`config.mk`:
```
export PLATFORM = sky130hd
export DESIGN_NAME = mmio_uart_tx
export DESIGN_NICKNAME = d
export VERILOG_FILES = /design/src/rtl/mmio_uart_tx_pkg.sv /design/src/rtl/sync_fifo.sv /design/src/rtl/mmio_uart_tx.sv
export SDC_FILE = /design/constraint.sdc
export NUM_CORES = 1
export LEC_CHECK = 0
export BUFFER_PORTS_ARGS = -buffer_cell sky130_fd_sc_hd__buf_2
export CORE_AREA = 2 2 118 97
export CTS_BUF_LIST = sky130_fd_sc_hd__clkbuf_2 sky130_fd_sc_hd__clkbuf_4 sky130_fd_sc_hd__clkbuf_8
export DETAILED_ROUTE_END_ITERATION = 7
export DIE_AREA = 0 0 120 99
export GPL_ROUTABILITY_DRIVEN = 0
export GPL_TIMING_DRIVEN = 1
export PLACE_DENSITY = 0.81
export SETUP_SLACK_MARGIN = 0.05
export SYNTH_ARGS = -nofsm -noshare
export SYNTH_HDL_FRONTEND = slang
export SYNTH_SLANG_ARGS = --single-unit
```
`constraint.sdc`:
```
create_clock -name clk -period 3.72 [get_ports clk]
set_input_delay 0 -clock clk [delete_from_list [all_inputs] [get_ports clk]]
set_output_delay 0 -clock clk [all_outputs]
set_load 0.02 [all_outputs]
```
`src/rtl/mmio_uart_tx_pkg.sv`:
```
// Shared definitions for the memory-mapped UART transmitter: register offsets,
// STATUS/CTRL bit positions and serialiser state encoding.
package mmio_uart_tx_pkg;

  localparam logic [1:0] REG_TXDATA  = 2'd0;
  localparam logic [1:0] REG_STATUS  = 2'd1;
  localparam logic [1:0] REG_DIVISOR = 2'd2;
  localparam logic [1:0] REG_CTRL    = 2'd3;

  localparam int STAT_FULL  = 0;
  localparam int STAT_EMPTY = 1;
  localparam int STAT_BUSY  = 2;
  localparam int STAT_OVF   = 3;

  localparam int CTRL_IE   = 0;
  localparam int CTRL_PEND = 1;

  typedef enum logic [1:0] {
    ST_IDLE  = 2'd0,
    ST_START = 2'd1,
    ST_DATA  = 2'd2,
    ST_STOP  = 2'd3
  } tx_state_e;

endpackage

```
`src/rtl/sync_fifo.sv`:
```
// Single-clock FIFO with registered occupancy count; pushes when full and pops
// when empty are ignored. DEPTH must be a power of two so pointers wrap freely.
module sync_fifo #(
  parameter int WIDTH = 8,
  parameter int DEPTH = 8
) (
  input  logic                     clk,
  input  logic                     reset,
  input  logic                     push,
  input  logic [WIDTH-1:0]         wr_data,
  input  logic                     pop,
  output logic [WIDTH-1:0]         rd_data,
  output logic                     full,
  output logic                     empty,
  output logic [$clog2(DEPTH):0]   count
);

  localparam int AW = $clog2(DEPTH);
  localparam int CW = AW + 1;

  logic [WIDTH-1:0] mem_q [DEPTH];
  logic [AW-1:0]    wr_ptr_q, wr_ptr_d;
  logic [AW-1:0]    rd_ptr_q, rd_ptr_d;
  logic [CW-1:0]    count_q, count_d;
  logic             do_push, do_pop;

  assign full    = (count_q == CW'(DEPTH));
  assign empty   = (count_q == '0);
  assign count   = count_q;
  assign rd_data = mem_q[rd_ptr_q];

  // NOTE: every signal written in always_comb gets a default first, so no
  // path leaves it unassigned and no latch is inferred.
  always_comb begin
    do_push  = push & ~full;
    do_pop   = pop & ~empty;
    wr_ptr_d = wr_ptr_q + AW'(do_push);
    rd_ptr_d = rd_ptr_q + AW'(do_pop);
    count_d  = count_q + CW'(do_push) - CW'(do_pop);
  end

  // NOTE: sequential state is updated with non-blocking assignments only, so
  // every flop samples the pre-edge value of its neighbours.
  always_ff @(posedge clk) begin
    if (reset) begin
      wr_ptr_q <= '0;
      rd_ptr_q <= '0;
      count_q  <= '0;
    end else begin
      wr_ptr_q <= wr_ptr_d;
      rd_ptr_q <= rd_ptr_d;
      count_q  <= count_d;
    end
  end

  // NOTE: the storage array has no reset; validity is tracked by the pointers
  // and count, and leaving it unreset lets it map onto plain RAM/regfile cells.
  always_ff @(posedge clk) begin
    if (do_push) mem_q[wr_ptr_q] <= wr_data;
  end

endmodule

```
`src/rtl/mmio_uart_tx.sv`:
```
// Memory-mapped 8N1 UART transmitter with TX FIFO on the data-memory bus.
// Optional interrupt (IE/PEND in CTRL, irq port) enabled by MMIO_UART_TX_IRQ_EN.
module mmio_uart_tx
  import mmio_uart_tx_pkg::*;
#(
  parameter logic [31:0] BASE_ADDR  = 32'h0000_1000,
  parameter int          FIFO_DEPTH = 8,
  parameter logic [15:0] DIV_RESET  = 16'd15
) (
  input  logic        clk,
  input  logic        reset,
  input  logic [31:0] addr,
  input  logic [31:0] din,
  input  logic [3:0]  mem_we,
  output logic [31:0] dout,
  output logic        tx,
  output logic        busy
`ifdef MMIO_UART_TX_IRQ_EN
  ,
  output logic        irq
`endif
);

  localparam int CW = $clog2(FIFO_DEPTH) + 1;

  logic            sel, wr_en;
  logic [1:0]      reg_sel;
  logic            push_req;
  logic            fifo_pop, fifo_full, fifo_empty;
  logic [7:0]      fifo_rd_data;
  logic [CW-1:0]   fifo_count;

  tx_state_e       state_q, state_d;
  logic [15:0]     cnt_q, cnt_d;
  logic [2:0]      bit_idx_q, bit_idx_d;
  logic [7:0]      shift_q, shift_d;
  logic            tx_q, tx_d;
  logic            ovf_q, ovf_d;
  logic [15:0]     divisor_q, divisor_d;

  logic            unused_bits;
  assign unused_bits = ^{din[31:16], addr[1:0]};

  assign sel      = (addr[31:4] == BASE_ADDR[31:4]);
  assign reg_sel  = addr[3:2];
  assign wr_en    = sel & (|mem_we);
  assign push_req = wr_en & (reg_sel == REG_TXDATA) & mem_we[0];

  sync_fifo #(
    .WIDTH (8),
    .DEPTH (FIFO_DEPTH)
  ) u_fifo (
    .clk     (clk),
    .reset   (reset),
    .push    (push_req),
    .wr_data (din[7:0]),
    .pop     (fifo_pop),
    .rd_data (fifo_rd_data),
    .full    (fifo_full),
    .empty   (fifo_empty),
    .count   (fifo_count)
  );

  // Overflow is judged on the registered count: a same-cycle pop does not help.
  always_comb begin
    ovf_d     = ovf_q;
    divisor_d = divisor_q;
    if (push_req && fifo_full) ovf_d = 1'b1;
    if (wr_en && reg_sel == REG_STATUS && mem_we[0] && din[STAT_OVF]) ovf_d = 1'b0;
    if (wr_en && reg_sel == REG_DIVISOR) begin
      if (mem_we[0]) divisor_d[7:0]  = din[7:0];
      if (mem_we[1]) divisor_d[15:8] = din[15:8];
    end
  end

  // Every reload samples divisor_q, so a mid-frame DIVISOR write only affects
  // bits that start after it.
  always_comb begin
    state_d   = state_q;
    cnt_d     = cnt_q;
    bit_idx_d = bit_idx_q;
    shift_d   = shift_q;
    tx_d      = tx_q;
    fifo_pop  = 1'b0;
    unique case (state_q)
      ST_IDLE: begin
        tx_d = 1'b1;
        if (!fifo_empty) begin
          fifo_pop = 1'b1;
          shift_d  = fifo_rd_data;
          cnt_d    = divisor_q;
          tx_d     = 1'b0;
          state_d  = ST_START;
        end
      end
      ST_START: begin
        if (cnt_q == '0) begin
          state_d   = ST_DATA;
          cnt_d     = divisor_q;
          bit_idx_d = '0;
          tx_d      = shift_q[0];
        end else begin
          cnt_d = cnt_q - 16'd1;
        end
      end
      ST_DATA: begin
        if (cnt_q == '0) begin
          cnt_d = divisor_q;
          if (bit_idx_q == 3'd7) begin
            state_d = ST_STOP;
            tx_d    = 1'b1;
          end else begin
            bit_idx_d = bit_idx_q + 3'd1;
            shift_d   = {1'b0, shift_q[7:1]};
            tx_d      = shift_q[1];
          end
        end else begin
          cnt_d = cnt_q - 16'd1;
        end
      end
      ST_STOP: begin
        if (cnt_q == '0) begin
          if (!fifo_empty) begin
            fifo_pop = 1'b1;
            shift_d  = fifo_rd_data;
            cnt_d    = divisor_q;
            tx_d     = 1'b0;
            state_d  = ST_START;
          end else begin
            state_d = ST_IDLE;
            tx_d    = 1'b1;
          end
        end else begin
          cnt_d = cnt_q - 16'd1;
        end
      end
      default: begin
        state_d = ST_IDLE;
        tx_d    = 1'b1;
      end
    endcase
  end

  always_ff @(posedge clk) begin
    if (reset) begin
      state_q   <= ST_IDLE;
      cnt_q     <= '0;
      bit_idx_q <= '0;
      shift_q   <= '0;
      tx_q      <= 1'b1;
      ovf_q     <= 1'b0;
      divisor_q <= DIV_RESET;
    end else begin
      state_q   <= state_d;
      cnt_q     <= cnt_d;
      bit_idx_q <= bit_idx_d;
      shift_q   <= shift_d;
      tx_q      <= tx_d;
      ovf_q     <= ovf_d;
      divisor_q <= divisor_d;
    end
  end

  assign tx   = tx_q;
  assign busy = (state_q != ST_IDLE) | ~fifo_empty;

`ifdef MMIO_UART_TX_IRQ_EN
  logic ie_q, ie_d, pend_q, pend_d, ctrl_wr;

  // A completion event wins over a same-cycle write-1-to-clear so it is not lost.
  always_comb begin
    ctrl_wr = wr_en & (reg_sel == REG_CTRL) & mem_we[0];
    ie_d    = ie_q;
    pend_d  = pend_q;
    if (ctrl_wr) ie_d = din[CTRL_IE];
    if (ctrl_wr && din[CTRL_PEND]) pend_d = 1'b0;
    if (state_q != ST_IDLE && state_d == ST_IDLE) pend_d = 1'b1;
  end

  always_ff @(posedge clk) begin
    if (reset) begin
      ie_q   <= 1'b0;
      pend_q <= 1'b0;
    end else begin
      ie_q   <= ie_d;
      pend_q <= pend_d;
    end
  end

  assign irq = ie_q & pend_q;
`endif

  always_comb begin
    dout = '0;
    if (sel) begin
      unique case (reg_sel)
        REG_STATUS:  dout = {16'b0, 8'(fifo_count), 4'b0, ovf_q, busy, fifo_empty, fifo_full};
        REG_DIVISOR: dout = {16'b0, divisor_q};
`ifdef MMIO_UART_TX_IRQ_EN
        REG_CTRL:    dout = {30'b0, pend_q, ie_q};
`endif
        default:     dout = '0;
      endcase
    end
  end

endmodule

```
# Word level (Yosys, flattened, before mapping)

Memories as Yosys holds them, arrays and structs flattened. A register that Yosys moved wholly into a read port is not among the register bits.
Index checks and enable logic that the tools add are counted.

$add $sub $neg: 6
Equal/unequal tests: 14
Reductions and logical operators: 21
Multiplexer cells: 34
Bitwise operators: 8

Operators by type and width:

| operator                | count |
|---|---|
| $mux W16                | 4 |
| $pmux W16 S3            | 1 |
| $mux W8                 | 4 |
| $pmux W16 S2            | 1 |
| $eq A28 B9 Y1 const B   | 1 |
| $pmux W8 S3             | 1 |
| $logic_not A16 Y1       | 1 |
| $sub A16 B1 Y16 const B | 1 |
| $mux W3                 | 4 |
| $ne A2 B2 Y1 const B    | 6 |
| $mux W1                 | 10 |
| $mux W2                 | 5 |
| $pmux W2 S4             | 1 |
| $reduce_and A4 Y1       | 2 |
| $add A3 B1 Y3           | 2 |
| $eq A2 B2 Y1 const B    | 3 |
| $pmux W3 S2             | 1 |
| $and A1 B1 Y1           | 5 |
| $logic_and A1 B1 Y1     | 5 |
| $reduce_and A5 Y1       | 1 |
| $add A4 B1 Y4           | 1 |
| $eq A2 B1 Y1 const B    | 2 |
| $eq A4 B4 Y1 const B    | 1 |
| $logic_not A2 Y1        | 2 |
| other kinds (14)        | 18 |

Input bits: 70
Register bits after elaboration: 57
Bits in writable memories: 64
Output and inout port bits: 34
Memories kept: 1

Memory list:

| name         | words | width | rd ports | clocked after Yosys merged registers in | write ports | RTL line        | source |
|---|---|---|---|---|---|---|---|
| u_fifo.mem_q | 8     | 8     | 1        | 1                                       | 1           | sync_fifo.sv:21 | `logic [WIDTH-1:0] mem_q [DEPTH];` |

# Depth between registers and ports, before layout

Gate-level depths: netlist of the first run.

Depth in word-level cells: 7
Gate-level depth with buffers: 14
Gate-level depth less buffers: 13

# Modules after synthesis

A second synthesis of the first run with hierarchy kept.

Cells, all modules: 509
Area total of the unflattened synthesis: 6218.5 um^2

Modules (own cells, without submodules):

| module       | cells each | times used | area each (um^2) |
|---|---|---|---|
| mmio_uart_tx | 352        | 1          | 3174.3 |
| sync_fifo    | 157        | 1          | 3044.2 |

# Least setup slack after synthesis of the first run

OpenSTA, ideal clock, no wires.

Kind: register to register
Start: register cnt_q[0]
End: register u_fifo.count_q[1] (netlist: u_fifo.count[1])
Path slack: 567 ps
Clock period less this slack: 3153 ps
Buffers on the path: 1
Stages on the path, launching flop included: 13
Arrival: 3025 ps
Cells stage by stage: dfxtp_1 -> inv_1 -> ha_1 -> or4b_2 -> nor4_2 -> clkbuf_1 -> a21oi_1 -> nor3_1 -> ha_1 -> inv_1 -> ha_1 -> fa_1 -> nor2b_1

Longest elaborated chain between the ends: 5

RTL lines:

| what                     | RTL line            | source |
|---|---|---|
| start: declaration       | mmio_uart_tx.sv:34  | `logic [15:0] cnt_q, cnt_d;` |
| start signal: assignment | mmio_uart_tx.sv:155 | `cnt_q <= cnt_d;` |
| $logic_not A16 Y1        | mmio_uart_tx.sv:122 | `if (cnt_q == '0) begin` |
| $mux W1                  | mmio_uart_tx.sv:122 |  |
| $pmux W1 S2              | mmio_uart_tx.sv:85  | `unique case (state_q)` |
| $and A1 B1 Y1            | sync_fifo.sv:36     | `do_pop = pop & ~empty;` |
| $sub A4 B1 Y4            | sync_fifo.sv:39     | `count_d = count_q + CW'(do_push) - CW'(do_pop);` |
| net u_fifo.count_d[1]    | sync_fifo.sv:24     | `logic [CW-1:0] count_q, count_d;` |
| end signal: assignment   | sync_fifo.sv:52     | `count_q <= count_d;` |
| end: declaration         | sync_fifo.sv:24     |  |

The timed path passes the listed nets, and every way through them passes these cells.
A chain may end at the register's enable or synchronous reset.

# Final worst setup path of the first run

Start: register cnt_q[0]
End: register u_fifo.count_q[3] (netlist: u_fifo.count[3])

Longest elaborated chain between the ends: 5

RTL lines:

| what              | RTL line |
|---|---|
| $logic_not A16 Y1 | mmio_uart_tx.sv:122 |
| $mux W1           | mmio_uart_tx.sv:122 |
| $pmux W1 S2       | mmio_uart_tx.sv:85 |
| $and A1 B1 Y1     | sync_fifo.sv:36 |
| $sub A4 B1 Y4     | sync_fifo.sv:39 |

Every way passes these cells.

==> qor.yml, run 1 <==
status: "finished clean"
grt_max_degree: 43
critPathLaunchType: "register"
cts_max_level: 4
fill_cells: 763
post_drt_via_cell_ratio: 6.02
r2r_cells: 13
r2r-end: "u_fifo.count[3]"
period_minus_slack_ns: 3.23
final_core_util_pct: 66.5
timing.rr.start: "cnt_q[0]"
layout-drive-gt1-share_pct: 23.5
worst_clock_skew_ns: 0.00978
io_pins: 104
cp.buffers_inverters: 2
grt_antenna_before_repair: 0
start_util_pct: 56.9
drt_drc_violations_left: 0
min_path_cells: 5
dp_hpwl_microns: 9930
holdCritPathClass: "input pin to register"
cp-end-kind: "register"
worstSetupPathType: "register to register"
p_clk_share_pct: 24.2
post_drt_wl_per_cell_microns: 18.6
num_rows: 34
first_pass_iters: 5
finalSetupViolCount: 0
power_frac_comb_pct: 41.2
crit_arrival_ns: 3.55
p_switching_uw: 1970
grt.overflow.total: 0
maxSlewHeadroom_pct: 19.3
clk_latency_ns: 0.45
synth_edf_count: 64
die_h_microns: 99
cp_common_cell: "ha_1"
finalNetCount: 718
post-route-period-util_pct: 86.9
avgSynthCellArea_sq_um: 11.4
synth_ff_type: "edfxtp_1"
track_usage_pct: 25.6
synthArstFlopShare_pct: 0
num_vias: 4711
setup_tns_ns: 0
drt.antenna.violating_nets: 0
clkTransAtPathRegs_ns: 0.08
rsz0062_at_grt: "no"
io_buffers: 67
p_leak_uw: 0.00267
power_frac_seq_pct: 34.6
ff2ff_setup_slack_ns: 0.49
power.internal_uw: 2880
clk_path_buf_depth: 2
n_antenna_cell: 0
die_width_microns: 120
drt_iter0_markers: 508
cts_tree: "done"
netlist_instances: 535
slowest_delay_ns: 0.65
cp_top_family: "simple AND/OR/NAND/NOR gates"
slew_violations: 0
cts-resized-gates: 0
syn_to_final_growth_pct: 16.7
worst-path-max-fanout: 6
wl_microns: 14600
holdWs_ns: 0.0897
drv_cap: 0
irDropWorstVdd_uv: 433
critPathSlowestCell: "or4b_2"
yosysUniqueCellTypes: 64
cts_setup_buffers: 0
hold_start: "mem_we[0]"
numClockSinks: 121
ys_ff_latch: 121
die-area_sq_um: 11900
grt_pass1_wl_microns: 23300
core_sq_um: 10700
multi_input_area_sq_um: 2760
cts-root-buf: "clkbuf_8"
seq_area_frac_synth_pct: 50.4
netlist_area_sq_um: 6080
grt_pass1_vias: 4603
worstHoldEndpoint: "ovf_q"
tightest_slew_ns: 1.21
cts_made_buffers: 17
synth-warning-count: 0
p_per_area_nw_per_um2: 683
total_power_uw: 4850
crit_chain: "inv_1 -> ha_1 -> or4b_2 -> nor4_2 -> a21oi_1 -> nor3_1 -> ha_1 -> inv_1 -> ha_1 -> a21o_1 -> a21oi_1 -> xnor2_1 -> nor2_1"
hold_viol: 0
crit_required_ns: 4.04
max_freq_mhz: 309
layout.area.seq_sq_um: 3060
sw_frac_of_total_pct: 40.5
[registers in the layout, indices dropped and copies added, names as in the netlist]
| signal | cells |
|---|---|
| bit_idx_q | 3 |
| cnt_q | 16 |
| divisor_q | 16 |
| ovf_q | 1 |
| shift_q | 8 |
| state_q | 2 |
| tx | 1 |
| u_fifo.count | 4 |
| u_fifo.mem_q | 64 |
| u_fifo.rd_ptr_q | 3 |
| u_fifo.wr_ptr_q | 3 |
[synthesized netlist by cell type (7+ instances only)]
library cell   n  area (sq um)
nand3_1       11          55.1
dfxtp_1       57          1140
nor4_1         8          50.1
nand2b_1       7          43.8
nor2b_1       15          93.8
o22ai_1        9          56.3
buf_4         16           120
nand2_1       33           124
a21oi_1       18          90.1
nor3_1        11          55.1
ha_1          21           263
clkbuf_1      19          71.3
a22oi_1        8          60.1
mux2i_1       27           270
edfxtp_1      64          1920
and2_1         8          50.1
nor2_1        43           161
mux4_2        16           360
xnor2_1       10          87.6
o21ai_0       11          55.1
inv_1         19          71.3
[layout make-up]
| class | count | area share, % |
|---|---|---|
| inverter | 20 | 1.06 |
| clock inverter | 15 | 2.19 |
| clock buffer | 17 | 3.30 |
| multi-input combinational | 365 | 38.8 |
| sequential | 121 | 43.2 |
| tap | 144 | 2.54 |
| timing repair buffer | 101 | 8.92 |
[timing repair]
item                                    4_1_cts  5_1_grt
endpoints found under the hold margin        81        0
endpoints found under the setup margin        0        0
hold buffers                                 17        0
[worst max-delay path by stage]
stage,from,endpoint,slack (ns),cells past startpoint
6_report,cnt_q[0],u_fifo.count[3],0.49,13
5_1_grt,cnt_q[0],u_fifo.count[3],0.29,13
2_1_floorplan,cnt_q[0],u_fifo.count[1],0.57,12
3_3_place_gp,cnt_q[0],u_fifo.count[3],0.65,13
4_1_cts,cnt_q[0],u_fifo.count[3],0.50,13
3_5_place_dp,cnt_q[0],u_fifo.count[3],0.53,13
[logic make-up (layout without fill, tap and decap cells)]
group           Yosys count  in the layout  synth area share (%)
other cells               1             16                0.0617
buf+inv                  64            153                  5.29
xor+xnor                 14             14                  2.02
compound gates           99             99                  11.9
fa+ha+maj                22             22                  4.65
simple gates            167            167                  14.6
mux                      47             47                  11.1
flops                   121            121                  50.4
[per-stage QoR]
stage | worst slack (ns) | instances | area (sq um)
2_1_floorplan | 0.567 | 550 | 6130
3_3_place_gp | 0.654 | 734 | 6540
3_5_place_dp | 0.530 | 734 | 6540
4_1_cts | 0.504 | 783 | 7100
5_1_grt | 0.286 | 783 | 7100
6_report | 0.486 | 783 | 7100
[cell usage in the layout (no fill, tap or decap), drive strengths merged, types with 5 or more instances in the layout]
cell type,Yosys,routed
clkbuf,19,17
mux2i,27,27
xnor2,10,10
dlygate4sd3,0,17
nor4,12,12
nand2,33,33
and2,8,8
a21oi,18,18
nor2b,15,15
nand3,11,11
nand2b,7,7
nor3,11,11
dfxtp,57,57
nor2,43,43
o41ai,8,8
o32ai,6,6
edfxtp,64,64
mux4,16,16
o22ai,9,9
or4,5,5
o21ai,13,13
inv,19,28
conb,1,16
a21o,5,5
a22oi,8,8
ha,21,21
buf,25,84
a32o,5,5
[per-layer routing]
layer / vias to the layer above / GRT usage (%) / routed length (microns)
li1: 2173 / - / -
met1: 2253 / 34.7 / 6030
met2: 265 / 40.7 / 6960
met3: 20 / 6.31 / 1410
met4: 0 / 8.33 / 199
met5: - / 0 / 0
[worst register-to-register path: stages, from the launching register on]
cell     delay [ns]
dfxtp_1        0.38
inv_1          0.10
ha_1           0.19
or4b_2         0.65
nor4_2         0.21
a21oi_1        0.12
nor3_1         0.30
ha_1           0.22
inv_1          0.07
ha_1           0.28
a21o_1         0.18
a21oi_1        0.21
xnor2_1        0.15
nor2_1         0.06
[power by group through the flow]
| stage | clock [uW] | combinational (uW) | sequential [uW] |
|---|---|---|---|
| after floorplan | 0 | 1560 | 1650 |
| after global placement | 0 | 1860 | 1690 |
| after detailed placement | 0 | 1940 | 1700 |
| after CTS | 1180 | 1970 | 1670 |
| after global routing | 1240 | 2170 | 1690 |
| final | 1170 | 2000 | 1680 |
No activity file was read; power rests on OpenSTA's default activity.
==> inputs of run 2 (changes only) <==
- ABC_AREA: not set -> 1
- CORE_AREA: 2 2 118 97 -> 2 2 123 101
- DIE_AREA: 0 0 120 99 -> 0 0 125 103
- GPL_ROUTABILITY_DRIVEN: 0 -> not set
==> qor.yml, run 2 <==
status: "finished clean"
synth_top_area_share_pct: 28.5  # -3.1 points
cts_tree: "done"
final_cell_area_sq_um: 7810  # +10%
power_frac_seq_pct: 30.5  # -4.1 points
clk_latency_ns: 0.45  # about the same
ys_ff_latch: 121  # unchanged
numClockSinks: 121  # unchanged
p_clk_share_pct: 24.3  # about the same
netlist_area_sq_um: 6750  # +11%
cp.buffers_inverters: 3  # +1
clk_path_buf_depth: 2  # unchanged
dpl-instance-area_sq_um: 7180  # +9.9%
synth-warning-count: 0  # unchanged
period_minus_slack_ns: 2.86  # -0.371 ns
slowest_delay_ns: 0.31  # -0.34 ns
slew_violations: 0  # unchanged
drv_cap: 0  # unchanged
synth_edf_count: 64  # unchanged
post-route-period-util_pct: 77.0  # -10 points
p_leak_uw: 0.00364  # +36%
gp_congestion: 0.896
synth.most_common_cell: "nand2_1"
setup_tns_ns: 0  # unchanged
start_util_pct: 57.2  # +0.24 points
finalSetupViolCount: 0  # unchanged
grt_antenna_before_repair: 0  # unchanged
num_rows: 36  # +5.9%
io_buffers: 69  # +3.0%
grt_max_degree: 34  # -21%
grt_pass1_wl_microns: 26400  # +13%
core_sq_um: 11800  # +11%
n_antenna_cell: 0  # unchanged
drt_drc_violations_left: 0  # unchanged
drt_iter0_markers: 476  # -6.3%
die_h_microns: 103  # +4.0%
avgSynthCellArea_sq_um: 7.48  # -34%
die_width_microns: 125  # +4.2%
total_power_uw: 5530  # +14%
largest_reg_flops: 64  # unchanged
irDropWorstVdd_uv: 400  # -7.7%
finalNetCount: 1080  # +50%
clkTransAtPathRegs_ns: 0.07  # about the same
drt.antenna.violating_nets: 0  # unchanged
die-area_sq_um: 12900  # +8.4%
grt.overflow.total: 0  # unchanged
p_per_area_nw_per_um2: 708  # +3.6%
syn_to_final_growth_pct: 15.8
post_drt_via_cell_ratio: 5.29  # -12%
largest-register: "u_fifo.mem_q"
cts-root-buf: "clkbuf_8"
max_freq_mhz: 349  # +13%
crit_required_ns: 4.10  # +0.06 ns
maxSlewHeadroom_pct: 26.8  # +7.6 points
grt_pass1_vias: 5584  # +21%
holdCritPathClass: "input pin to register"
critPathLaunchType: "register"
netlist_instances: 902  # +69%
seq_area_frac_synth_pct: 45.4  # -5.0 points
rsz0062_at_grt: "no"
final_cell_mix: "nand2_1 (256), inv_1 (108), nor2_1 (101), nand3_1 (84), buf_2 (69)"
io_pins: 104  # unchanged
track_usage_pct: 26.2  # +0.58 points
hold_viol: 0  # unchanged
synthArstFlopShare_pct: 0  # unchanged
power_frac_comb_pct: 45.2  # +4.0 points
cts-resized-gates: 0  # unchanged
reg.largest.list: "u_fifo.mem_q: 64 flops, cnt_q: 16 flops, divisor_q: 16 flops"
cts_made_buffers: 17  # unchanged
cts_max_level: 4  # unchanged
wl_microns: 16300  # +11%
p_switching_uw: 2300  # +17%
post_drt_wl_per_cell_microns: 14.1  # -24%
netlist_top_cells_area: "edfxtp_1 (28%), dfxtp_1 (17%), nand2_1 (14%)"
crit_arrival_ns: 3.24  # -0.31 ns
crit_chain: "inv_1 -> ha_1 -> nand2_2 -> nor2_8 -> nand2_4 -> inv_2 -> nand3_1 -> a21oi_1 -> ha_1 -> inv_1 -> ha_1 -> a21o_1 -> a21oi_1 -> o21ai_0 -> a21oi_1"
tightest_slew_ns: 1.10  # -0.114 ns
layout-drive-gt1-share_pct: 13.8  # -9.7 points
worstSetupPathType: "register to register"
synthTopCellsByCount: "nand2_1 (256), inv_1 (108), nor2_1 (101)"
worst_clock_skew_ns: 0.0167  # +0.00690 ns
final_common_cell: "nand2_1"
critPathSlowestCell: "dfxtp_1"
holdWs_ns: 0.0709  # -0.0189 ns
dp_hpwl_microns: 10500  # +5.7%
first_pass_iters: 6  # +1
yosysUniqueCellTypes: 41  # -36%
worst-path-max-fanout: 16  # +10
power.internal_uw: 3230  # +12%
sw_frac_of_total_pct: 41.6  # +1.1 points
num_vias: 6100  # +29%
cp_top_family: "compound AO/OA/AOI/OAI gates"
yosysTopAreaCell: "edfxtp_1"
synth_ff_type: "edfxtp_1"
cp-end-kind: "register"
run 2: logic make-up (layout without fill, tap and decap cells):
logic type	Yosys count	after routing	synth area share, %
xor+xnor	9	9	1.17
flops	121	121	45.4
simple gates	485	485	30.7
compound gates	98	98	7.96
buf+inv	166	250	10.5
other cells	1	16	0.0556
fa+ha+maj	22	22	4.19
run 2: what timing repair did:
action / in CTS / in global routing
hold buffers: 18 / 0
endpoints found under the hold margin: 94 / 0
buffers inserted: 0 / 0
run 2: per-layer routing:
layer	global-route usage (%)	wire (microns)	up-vias
li1	-	-	3037
met1	33.4	7040	2751
met2	43.0	7490	278
met3	6.49	1370	34
met4	11.7	370	0
met5	0	0	-
run 2: power by group through the flow:
| stage | sequential [uW] | clock, uW | combinational, uW |
|---|---|---|---|
| finish | 1690 | 1340 | 2500 |
| global route | 1710 | 1400 | 2870 |
| CTS | 1680 | 1340 | 2460 |
| detailed placement | 1710 | 0 | 2420 |
| global placement | 1710 | 0 | 2360 |
| floorplan | 1690 | 0 | 1950 |
run 2: final cells by class:
cell class	instances	area, sq um
Sequential cell	121	3060
Clock buffer	21	270
Inverter	115	432
Multi-Input combinational cell	630	3030
Fill cell	955	3990
Timing Repair Buffer	103	646
Tap cell	152	190
Clock inverter	11	178
run 2: worst reg2reg max path, cell delays in order, from the launching register on:
cell and delay (ns):
dfxtp_1 0.31, inv_1 0.10, ha_1 0.24, nand2_2 0.13, nor2_8 0.19, nand2_4 0.17
inv_2 0.22, nand3_1 0.10, a21oi_1 0.21, ha_1 0.18, inv_1 0.06, ha_1 0.27
a21o_1 0.18, a21oi_1 0.16, o21ai_0 0.10, a21oi_1 0.16
run 2: per-stage QoR:
stage / worst slack (ns) / cells / utilization (%)
2_1_floorplan: 1.15 / 917 / -
3_3_place_gp: 0.970 / 1103 / 60.9
3_5_place_dp: 0.877 / 1103 / 60.9
4_1_cts: 0.859 / 1153 / 66.2
5_1_grt: 0.557 / 1153 / 66.2
6_report: 0.857 / 1153 / 66.2
run 2: path summary, 6_finish.rpt:
kind | startpoint | end | slack (ns) | depth (start not counted)
setup / recovery | cnt_q[0] | u_fifo.count[3] | 0.86 | 15
hold / removal | addr[20] | ovf_q | 0.07 | 8
setup reg to reg | cnt_q[0] | u_fifo.count[3] | 0.86 | 15
hold reg to reg | ovf_q | ovf_q | 0.44 | 2
==> inputs of run 3 (changes only) <==
- ABC_AREA: 1 -> 0
- CORE_AREA: 2 2 123 101 -> 2 2 118 97
- DIE_AREA: 0 0 125 103 -> 0 0 120 99
- clock period: 3.72 -> 2.9 ns (I/O delays scaled with it)
==> qor.yml, run 3 (synthesized netlist as in run 1, its figures left out) <==
status: "finished clean"
n_antenna_cell: 0  # unchanged
largest_reg_flops: 64  # unchanged
sw_frac_of_total_pct: 38.6  # -3.0 points
fill_cells: 724  # -24%
final_cell_mix: "buf_2 (67), edfxtp_1 (64), dfxtp_1 (55), nor2_1 (43), nand2_1 (33)"
post_drt_via_cell_ratio: 6.14  # +16%
drv_cap: 0  # unchanged
cts_made_buffers: 17  # unchanged
crit_arrival_ns: 3.14  # -0.10 ns
drt_iter0_markers: 624  # +31%
hold_start: "reset"
irDropWorstVdd_uv: 572  # +43%
holdWs_ns: 0.0736  # +0.00278 ns
die_h_microns: 99  # -3.9%
clkTransAtPathRegs_ns: 0.08  # about the same
multi_input_area_sq_um: 2840  # -6.3%
drt_drc_violations_left: 0  # unchanged
core_sq_um: 10700  # -9.5%
clk_path_buf_depth: 2  # unchanged
r2r_cells: 11  # -4
power.internal_uw: 4150  # +28%
hold_viol: 0  # unchanged
p_clk_share_pct: 24.4  # about the same
max_freq_mhz: 352  # +0.80%
p_switching_uw: 2600  # +13%
num_vias: 4866  # -20%
crit_required_ns: 3.20  # -0.90 ns
slew_violations: 0  # unchanged
worst_clock_skew_ns: 0.00712  # -0.00957 ns
timing.rr.start: "cnt_q[0]"
maxSlewHeadroom_pct: 41.1  # +14 points
grt_max_degree: 30  # -12%
die_width_microns: 120  # -4.0%
cp-end-kind: "register"
first_pass_iters: 5  # -1
min_path_cells: 2  # -6
period_minus_slack_ns: 2.84  # -0.0228 ns
grt_pass1_wl_microns: 25000  # -5.3%
num_rows: 34  # -5.6%
gp_congestion: 0.927  # +3.4%
wl_microns: 15500  # -5.1%
worstSetupPathType: "register to register"
finalSetupViolCount: 0  # unchanged
start_util_pct: 56.9  # -0.24 points
critPathLaunchType: "register"
grt_antenna_before_repair: 0  # unchanged
largest-register: "u_fifo.mem_q"
finalNetCount: 728  # -33%
final_common_cell: "buf_2"
io_pins: 104  # unchanged
power_frac_comb_pct: 43.9  # -1.3 points
layout.area.seq_sq_um: 3070  # +0.16%
die-area_sq_um: 11900  # -7.7%
track_usage_pct: 27.2  # +0.98 points
rsz0062_at_grt: "yes"
worst-path-max-fanout: 3  # -13
post_drt_wl_per_cell_microns: 19.5  # +38%
holdCritPathClass: "input pin to register"
reg.largest.list: "u_fifo.mem_q: 64 flops, cnt_q: 16 flops, divisor_q: 16 flops"
numClockSinks: 121  # unchanged
post-route-period-util_pct: 97.9  # +21 points
cts_tree: "done"
final_core_util_pct: 68.4  # +2.3 points
grt.overflow.total: 0  # unchanged
syn_to_final_growth_pct: 20.2
power_frac_seq_pct: 31.7  # +1.2 points
drt.antenna.violating_nets: 0  # unchanged
layout-drive-gt1-share_pct: 27.3  # +13 points
cts_max_level: 4  # unchanged
cts-root-buf: "clkbuf_8"
clk_latency_ns: 0.43  # -0.02 ns
critical_path.startpoint: "cnt_q[0]"
tightest_slew_ns: 0.877  # -0.219 ns
grt_pass1_vias: 4893  # -12%
p_leak_uw: 0.00275  # -24%
dp_hpwl_microns: 10200  # -2.5%
p_per_area_nw_per_um2: 923  # +30%
io_buffers: 67  # -2.9%
==> run 3: cell count changes in the layout (fill, tap and decap cells not counted), sizes merged, moves of 9 or more <==
cell / before / now
nand2: 259 / 33
inv: 113 / 20
nand3: 87 / 11
nor2: 111 / 43
o21ai: 58 / 13
mux2i: 0 / 27
mux4: 0 / 16
nor2b: 0 / 15
nor4: 0 / 12
buf: 85 / 95
o211ai: 11 / 2
==> run 3: worst paths after layout <==
check	end	slack [ns]
hold / removal	u_fifo.count[2]	0.07
setup / recovery	u_fifo.count[1]	0.06
hold reg to reg	shift_q[2]	0.47
setup reg to reg	u_fifo.count[1]	0.06
==> run 3: layer usage <==
metal | up-vias | GRT usage [%] | routed length (microns)
li1 | 2195 | - | -
met1 | 2312 | 35.5 | 6230
met2 | 318 | 43.2 | 7160
met3 | 41 | 7.29 | 1680
met4 | 0 | 11.0 | 373
met5 | - | 0 | 0
==> run 3: stage by stage <==
| stage | instance area [sq um] | total power, uW | TNS (ns) | setup WS, ns | instances |
|---|---|---|---|---|---|
| 2_1_floorplan | 6190 | 4220 | 0 | 0.000302 | 550 |
| 3_3_place_gp | 6650 | 4760 | 0 | 0.109 | 743 |
| 3_5_place_dp | 6650 | 4870 | 0 | 0.0336 | 743 |
| 4_1_cts | 7250 | 6560 | 0 | 0.0745 | 791 |
| 5_1_grt | 7310 | 7080 | -0.0215 | -0.0215 | 793 |
| 6_report | 7310 | 6750 | 0 | 0.0597 | 793 |
==> run 3: what timing repair did <==
item                                   in CTS  in global routing
hold buffers                               16                  0
endpoints found under the hold margin      81                  0
gates resized for setup                     1                 10
pin swaps                                   1                  6
setup endpoints to repair                   3                  3
setup buffers                               0                  2
gates cloned                                0                  0
==> run 3: final cells by class <==
type	count	share of cell area (%)
clock inverters	15	2.76
flip-flops and latches	121	42.0
repair buffers	111	9.66
well taps	144	2.47
inverters	20	1.06
multi-input cells	365	38.9
clock buffers	17	3.20
==> run 3: power by group through the flow <==
stage	combinational [uW]	clock (uW)	sequential (uW)
2_1_floorplan	2100	0	2120
3_3_place_gp	2600	0	2160
3_5_place_dp	2700	0	2170
4_1_cts	2760	1660	2140
5_1_grt	3190	1730	2160
6_report	2960	1650	2140
==> run 3: critical path, cell delays in order (launching register included) <==
cell and delay, ns:
dfxtp_2 0.33, inv_2 0.08, ha_4 0.14, or4b_4 0.49, nor4_4 0.34, a21oi_2 0.12, nor3_2 0.16, ha_2 0.32
inv_2 0.07, ha_4 0.13, fa_1 0.40, nor2b_4 0.13
